<file path="config.mk">
export PLATFORM = sky130hd
export DESIGN_NAME = pipelined_adder_flat
export DESIGN_NICKNAME = d
export VERILOG_FILES = /design/src/rtl/pipelined_adder_pkg.sv /design/src/rtl/pipelined_adder_if.sv /design/src/rtl/pipelined_adder_chunk.sv /design/src/rtl/pipelined_adder.sv /design/src/flat_wrapper.sv
export SDC_FILE = /design/constraint.sdc
export NUM_CORES = 1
export LEC_CHECK = 0
export ABC_AREA = 0
export CORE_UTILIZATION = 53
export CTS_BUF_LIST = sky130_fd_sc_hd__clkbuf_2 sky130_fd_sc_hd__clkbuf_4 sky130_fd_sc_hd__clkbuf_8
export DETAILED_ROUTE_END_ITERATION = 6
export PLACE_DENSITY_LB_ADDON = 0.15
export SLEW_MARGIN = 20
export SYNTH_ARGS = -nofsm -noshare
export SYNTH_HDL_FRONTEND = slang
export SYNTH_HIERARCHICAL = 1
export SYNTH_SLANG_ARGS = --single-unit
</file>
<file path="constraint.sdc">
create_clock -name clk -period 5.65 [get_ports clk]
set_input_delay 0.8475 -clock clk [delete_from_list [all_inputs] [get_ports clk]]
set_output_delay 0.8475 -clock clk [all_outputs]
set_load 0.01 [all_outputs]
</file>
<file path="src/rtl/pipelined_adder_pkg.sv">
// Shared constants for the pipelined adder: default geometry and flag bit positions.
// Optional flags output is enabled by defining PIPELINED_ADDER_FLAGS_EN.
package pipelined_adder_pkg;

  localparam int DEF_WIDTH  = 32;
  localparam int DEF_STAGES = 4;

  localparam int FLAG_N = 3;
  localparam int FLAG_Z = 2;
  localparam int FLAG_C = 1;
  localparam int FLAG_V = 0;

  // Assemble the {N,Z,C,V} nibble from its individual bits using the index constants.
  function automatic logic [3:0] pack_flags(input logic n, input logic z,
                                            input logic c, input logic v);
    logic [3:0] f;
    f         = 4'b0000;
    f[FLAG_N] = n;
    f[FLAG_Z] = z;
    f[FLAG_C] = c;
    f[FLAG_V] = v;
    return f;
  endfunction

endpackage

</file>
<file path="src/rtl/pipelined_adder_if.sv">
// Operand/result handshake bundle for pipelined_adder.
// The flags signal exists only when PIPELINED_ADDER_FLAGS_EN is defined.
interface pipelined_adder_if
  import pipelined_adder_pkg::*;
  #(parameter int WIDTH = DEF_WIDTH);

  logic             in_valid;
  logic             in_ready;
  logic [WIDTH-1:0] a;
  logic [WIDTH-1:0] b;
  logic             cin;
  logic             sub;
  logic             out_valid;
  logic             out_ready;
  logic [WIDTH-1:0] sum;
  logic             cout;
`ifdef PIPELINED_ADDER_FLAGS_EN
  logic [3:0]       flags;

  modport master (output in_valid, a, b, cin, sub, out_ready,
                  input  in_ready, out_valid, sum, cout, flags);
  modport slave  (input  in_valid, a, b, cin, sub, out_ready,
                  output in_ready, out_valid, sum, cout, flags);
`else
  modport master (output in_valid, a, b, cin, sub, out_ready,
                  input  in_ready, out_valid, sum, cout);
  modport slave  (input  in_valid, a, b, cin, sub, out_ready,
                  output in_ready, out_valid, sum, cout);
`endif

endinterface

</file>
<file path="src/rtl/pipelined_adder_chunk.sv">
// One CW-bit slice of the pipelined adder: combinational add with carry in and out.
module adder_chunk #(
  parameter int CW = 8
) (
  input  logic [CW-1:0] a,
  input  logic [CW-1:0] b,
  input  logic          cin,
  output logic [CW-1:0] s,
  output logic          cout
);

  assign {cout, s} = {1'b0, a} + {1'b0, b} + {{CW{1'b0}}, cin};

endmodule

</file>
<file path="src/rtl/pipelined_adder.sv">
// Carry-pipelined adder/subtractor: one CW-bit chunk per stage, valid/ready flow control.
// Define PIPELINED_ADDER_FLAGS_EN to add the registered {N,Z,C,V} flags output.
module pipelined_adder
  import pipelined_adder_pkg::*;
#(
  parameter int WIDTH  = DEF_WIDTH,
  parameter int STAGES = DEF_STAGES
) (
  input logic               clk,
  input logic               rst_n,
  pipelined_adder_if.slave  bus
);

  localparam int CW = WIDTH / STAGES;

  logic             adv_s;
  logic [WIDTH-1:0] b_eff_s;

  assign b_eff_s = bus.sub ? ~bus.b : bus.b;

  for (genvar k = 0; k < STAGES; k++) begin : g_stage
    // RW: operand bits still to be added on entry; DW: sum bits finished on exit.
    localparam int RW = WIDTH - k * CW;
    localparam int DW = (k + 1) * CW;

    logic [RW-1:0] pa_s;
    logic [RW-1:0] pb_s;
    logic          pc_s;
    logic          pv_s;
    logic [CW-1:0] chunk_s;
    logic          co_s;
    logic [DW-1:0] ns_s;
    logic [DW-1:0] s_r;
    logic          c_r;
    logic          v_r;

    if (k == 0) begin : g_src
      assign pa_s = bus.a;
      assign pb_s = b_eff_s;
      assign pc_s = bus.cin;
      assign pv_s = bus.in_valid;
      assign ns_s = chunk_s;
    end else begin : g_src
      assign pa_s = g_stage[k-1].g_fwd.a_r;
      assign pb_s = g_stage[k-1].g_fwd.b_r;
      assign pc_s = g_stage[k-1].c_r;
      assign pv_s = g_stage[k-1].v_r;
      assign ns_s = {chunk_s, g_stage[k-1].s_r};
    end

    adder_chunk #(.CW(CW)) u_chunk (
      .a    (pa_s[CW-1:0]),
      .b    (pb_s[CW-1:0]),
      .cin  (pc_s),
      .s    (chunk_s),
      .cout (co_s)
    );

    // Stage valid, finished sum bits and chunk carry; frozen while the output is stalled.
    always_ff @(posedge clk) begin
      if (!rst_n) begin
        v_r <= 1'b0;
        c_r <= 1'b0;
        s_r <= '0;
      end else if (adv_s) begin
        v_r <= pv_s;
        c_r <= co_s;
        s_r <= ns_s;
      end
    end

    if (k < STAGES - 1) begin : g_fwd
      logic [RW-CW-1:0] a_r;
      logic [RW-CW-1:0] b_r;

      // Unprocessed upper operand chunks ride along to the next stage.
      always_ff @(posedge clk) begin
        if (!rst_n) begin
          a_r <= '0;
          b_r <= '0;
        end else if (adv_s) begin
          a_r <= pa_s[RW-1:CW];
          b_r <= pb_s[RW-1:CW];
        end
      end
    end

`ifdef PIPELINED_ADDER_FLAGS_EN
    if (k == STAGES - 1) begin : g_flags
      logic [3:0] flags_r;

      // Flags are formed from the completed sum and registered alongside it.
      always_ff @(posedge clk) begin
        if (!rst_n) begin
          flags_r <= 4'b0000;
        end else if (adv_s) begin
          flags_r <= pack_flags(ns_s[DW-1],
                                (ns_s == {DW{1'b0}}),
                                co_s,
                                (pa_s[CW-1] == pb_s[CW-1]) && (ns_s[DW-1] != pa_s[CW-1]));
        end
      end
    end
`endif
  end

  assign adv_s         = !g_stage[STAGES-1].v_r || bus.out_ready;
  assign bus.in_ready  = adv_s || !rst_n;
  assign bus.out_valid = g_stage[STAGES-1].v_r;
  assign bus.sum       = g_stage[STAGES-1].s_r;
  assign bus.cout      = g_stage[STAGES-1].c_r;
`ifdef PIPELINED_ADDER_FLAGS_EN
  assign bus.flags     = g_stage[STAGES-1].g_flags.flags_r;
`endif

endmodule

</file>
<file path="src/flat_wrapper.sv">
// flat-port wrapper written by rule: the top's interface ports become plain ports
module pipelined_adder_flat import pipelined_adder_pkg::*;
#(
  parameter int WIDTH  = DEF_WIDTH,
  parameter int STAGES = DEF_STAGES
)
  (clk, rst_n, bus_in_valid, bus_a, bus_b, bus_cin, bus_sub, bus_out_ready, bus_in_ready, bus_out_valid, bus_sum, bus_cout);
  pipelined_adder_if #(.WIDTH(WIDTH)) bus_i ();
  input logic clk;
  input logic rst_n;
  input wire logic [$bits(bus_i.in_valid)-1:0] bus_in_valid;
  input wire logic [$bits(bus_i.a)-1:0] bus_a;
  input wire logic [$bits(bus_i.b)-1:0] bus_b;
  input wire logic [$bits(bus_i.cin)-1:0] bus_cin;
  input wire logic [$bits(bus_i.sub)-1:0] bus_sub;
  input wire logic [$bits(bus_i.out_ready)-1:0] bus_out_ready;
  output wire logic [$bits(bus_i.in_ready)-1:0] bus_in_ready;
  output wire logic [$bits(bus_i.out_valid)-1:0] bus_out_valid;
  output wire logic [$bits(bus_i.sum)-1:0] bus_sum;
  output wire logic [$bits(bus_i.cout)-1:0] bus_cout;
  assign bus_i.in_valid = bus_in_valid;
  assign bus_i.a = bus_a;
  assign bus_i.b = bus_b;
  assign bus_i.cin = bus_cin;
  assign bus_i.sub = bus_sub;
  assign bus_i.out_ready = bus_out_ready;
  assign bus_in_ready = bus_i.in_ready;
  assign bus_out_valid = bus_i.out_valid;
  assign bus_sum = bus_i.sum;
  assign bus_cout = bus_i.cout;
  pipelined_adder #(.WIDTH(WIDTH), .STAGES(STAGES)) u_core (.clk(clk), .rst_n(rst_n), .bus(bus_i));
endmodule
</file>
Word-level counts from Yosys, hierarchy flattened:

Cells that the tools add are included.

* add/sub/neg operators: 8
* muxes and demuxes: 1
* reduce and logical (&&, ||, !) cells: 4
* bitwise operators: 1

Operators by type and width (number)
* 8-bit by 8-bit adder with 9-bit output: 4
* 9-bit by 1-bit adder with 9-bit output: 4
* 32-bit 2-to-1 mux: 1
* 32-bit NOT: 1
* 1-bit zero test: 2
* 1-bit logical OR: 2

* word-level logic and storage cells: 32
* output and inout port bits: 35
* register bits after elaboration: 184
* input port bits: 70

Depth between registers and ports, before layout:

* word-level depth: 4
* gate-level depth with buffers: 10
* depth with buffers taken out: 8

By module:

The synthesis kept the hierarchy.

Modules (own cells, without submodules)
* pipelined_adder: area an instance 6964.2 sq um, seq. area each 3683.5 sq um, instances 1, cells each 810
* adder_chunk at u_core.g_stage[0].u_chunk ...: area an instance 331.6 sq um, seq. area each 0.0 sq um, instances 3, cells each 40
* adder_chunk at u_core.g_stage[2].u_chunk: area an instance 331.6 sq um, seq. area each 0.0 sq um, instances 1, cells each 42

Worst setup path before layout:

Ideal clock, no wire load.

* kind: input -> register
* from: input bus_sub
* to: register u_core.g_stage[0].s_r[6]
* stages: 10
* path buffers: 2
* setup slack: 2.760 ns
* arrival: 2.814 ns
* cells stage by stage: buf_2 buf_2 xor2_1 fa_1 fa_1 a21oi_1 o21a_1 xnor2_1 nand2_1 a21boi_0

* cells in the longest elaborated chain, start to end: 3

Ends and longest elaborated chain
* start: declaration: line flat_wrapper.sv:15 `input wire logic [$bits(bus_i.sub)-1:0] bus_sub;`
* 32-bit 2-to-1 mux: line pipelined_adder.sv:19 `assign b_eff_s = bus.sub ? ~bus.b : bus.b;`
* via u_core.b_eff_s[0]: line pipelined_adder.sv:17 `logic [WIDTH-1:0] b_eff_s;`
* 8-bit by 8-bit adder with 9-bit output: line pipelined_adder_chunk.sv:12 `assign {cout, s} = {1'b0, a} + {1'b0, b} + {{CW{1'b0}}, cin};`
* 9-bit by 1-bit adder with 9-bit output: line pipelined_adder_chunk.sv:12
* via u_core.g_stage[0].chunk_s[6]: line pipelined_adder.sv:30 `logic [CW-1:0] chunk_s;`
* end signal: assignment: line pipelined_adder.sv:68 `s_r <= ns_s;`
* end: declaration: line pipelined_adder.sv:33 `logic [DW-1:0] s_r;`

The timed path passes the listed nets, and every way through them passes these cells.
A chain may end at the register's enable or synchronous reset.

Worst setup path in the final report:

* from: input bus_out_ready
* to: output bus_in_ready

* cells in the longest elaborated chain, start to end: 2

Ends and longest elaborated chain
* start: declaration: line flat_wrapper.sv:16 `input wire logic [$bits(bus_i.out_ready)-1:0] bus_out_ready;`
* 1-bit logical OR: line pipelined_adder.sv:107 `assign adv_s = !g_stage[STAGES-1].v_r || bus.out_ready;`
* 1-bit logical OR: line pipelined_adder.sv:108 `assign bus.in_ready = adv_s || !rst_n;`
* end: declaration: line flat_wrapper.sv:17 `output wire logic [$bits(bus_i.in_ready)-1:0] bus_in_ready;`

No other way between the ends.

==> flow_summary.ini <==
[cts]
ctsRootBufferMaster = clkbuf_8
cts_htree_levels = 4
clk_pin_slew_ns = 0.09
cts_made_buffers = 17
clock_latency_ns = 0.46
cts_hold_buf = 0
cts_resized = 0
clk_path_buf_depth = 2
cts_setup_buffers = 0
cts.sinks = 184
cts_tree = done

[critical_path]
cp.arrival_ns = 2.49
endpoint_kind = primary output
cp_max_fo = 58
cp.required_ns = 4.80
start_kind = input port
path_class = in -> out

[routing]
first_iter_violations = 448
wl_um = 15600
vias = 6302
ant_nets = 0
vias_per_cell = 5.01
drc = 0
wl_per_cell_um = 12.4
first_pass_iters = 5

[floorplanning]
core_area_um2 = 15300
start_util_pct = 54.3
dieHeight_um = 127
die_w_um = 127
ios = 105
dieArea_um2 = 16100
rows = 45

[hold_path]
hp-class = reg -> reg

[timing]
worstMarginPinSlew_ns = 1.07
finalClockSkew_ns = 0.0123
maxSlewHeadroom_pct = 28.8
period_share_pct = 59.1
drv_slew = 0
setup_viol = 0
hold_violations = 0
period_minus_slack_ns = 3.34
rsz0062_at_grt = no
max_freq_ghz = 0.299
fin_setup_tns_ns = 0

[run]
cap_viol_max_count = 0

[finish]
synthToLayoutAreaGrowth_pct = 16.7
nNetsFinal = 1140
final_cells = 1258
drive_gt1_share_pct = 4.78
seq_area_um2 = 3680
n_fill_cell = 1410
multiInputGateArea_um2 = 4230
antenna_cells = 0

[synth]
synth.most_common_cell = nand2_1
synth_cell_type_count = 34
ys_warn_count = 6
synthTopCellsByArea = dfxtp_1 44%, nand2_1 15%, a21boi_1 9.2%
synth_area_um2 = 8290
ys_async_sr_fraction_pct = 0
yosys.area.top_type = dfxtp_1
ys_seq_area_share_pct = 44.4
synth_edf_count = 0
syn-num-nets = 1078
synth_top_area_share_pct = 44.4
syn_inst = 972
synthFlopType = dfxtp_1
syn_avg_cell_area_um2 = 8.53
ys_ff_latch = 184
yosys-top-cells-count = 328 x nand2_1, 184 x dfxtp_1, 102 x a21boi_1

[placement]
port_buffers = 104
gp_congestion = 0.829
dp.cells = 1226
dp_hpwl_um = 9890

[global_routing]
antenna_found_initial = 0
grt_max_degree = 118
grt_pass1_vias = 5543
grt_overflow = 0
grt_pass1_wl_um = 26400
grt_util_all_layers_pct = 20.2

[status]
status = completed

[power]
peakVddDrop_uv = 153
power_density_nw_per_um2 = 274
power_leakage_uw = 0.00375
==> worst max-delay path: stages <==
cell,delay [ns]
clkdlybuf4s50_1,0.46
nor2b_4,0.12
buf_4,0.46
nand2_1,0.10
clkdlybuf4s50_1,0.50
==> where the power goes <==
part	internal [uW]	switching, uW	total (uW)
combinational	194	183	377
sequential	1390	47.8	1430
clock	370	470	840
==> placed cells by master, fill, tap and decap left out, types with 5 or more instances in the layout <==
cell type        synthesis  final
dfxtp_1                184    184
nand3_1                  8      8
xnor2_1                 32     32
nand2_1                328    328
clkdlybuf4s50_1          0    102
inv_1                    8      8
a21boi_0                57     57
a21oi_1                 41     41
o21ai_0                 28     28
nor2b_1                  6      5
nor3_1                   5      5
a21o_1                   8      8
fa_1                     8      8
a311o_1                  8      8
xor2_1                  16     16
ha_1                    28     28
a21boi_1               102    102
clkbuf_8                 0     18
==> cell families (layout without fill, tap and decap cells) <==
family                     Yosys count  after routing  synth area share [%]
muxes                                1              1                 0.121
adders and majority gates           36             36                  6.16
DFF                                184            184                  44.4
xor gates and xnor gates            48             48                  5.07
and+or+nand+nor                    363            363                  17.3
buffers and inverters               77            152                  4.75
AOI/OAI and AO/OA                  263            263                  22.2
==> state kept, by name (all words and copies together), names as in the netlist <==
signal                    flops
u_core/g_stage.s_r           48
u_core/g_stage.v_r            3
u_core/bus.sum               32
u_core/g_stage.g_fwd.b_r     48
u_core/g_stage.g_fwd.a_r     48
u_core/bus.out_valid          1
u_core/bus.cout               1
u_core/g_stage.c_r            3
==> layer usage <==
layer  wire length (um)  vias up  GRT usage (%)
met5                  0        -              0
met4                192        0           7.14
met3                572       19           3.69
met2               6220      122           28.3
met1               8640     2818           30.7
li1                   -     3343              -
==> stage by stage <==
step | area (um2) | util [%] | worst slack, ns | hold slack [ns] | power [uW]
after floorplan | 8290 | - | 2.76 | 0.431 | 1710
after global placement | 9300 | 60.9 | 2.27 | 0.438 | 1830
after detailed placement | 9300 | 60.9 | 2.13 | 0.440 | 1840
after CTS | 9670 | 63.4 | 2.26 | 0.451 | 2680
after global routing | 9670 | 63.4 | 2.19 | 0.460 | 2790
final | 9670 | 63.4 | 2.31 | 0.450 | 2650
==> final timing paths <==
path | start | end | slack, ns | depth (start not counted)
setup / recovery | bus_out_ready | bus_in_ready | 2.31 | 5
hold / removal | u_core/g_stage[0].g_fwd.b_r[19] | u_core/g_stage[1].g_fwd.b_r[11] | 0.45 | 2
setup reg to reg | u_core/bus.out_valid | u_core/g_stage[1].s_r[15] | 3.20 | 5
hold reg to reg | u_core/g_stage[0].g_fwd.b_r[19] | u_core/g_stage[1].g_fwd.b_r[11] | 0.45 | 2
==> final cells by class <==
type                       count  share of cell area [%]
multi-input combinational    711                    43.7
sequential                   184                    38.1
timing repair buffer         108                    11.1
tap                          211                    2.73
clock buffer                  19                    2.64
clock inverter                13                    1.24
inverter                      12                   0.466
No activity file was read; power rests on OpenSTA's default activity.
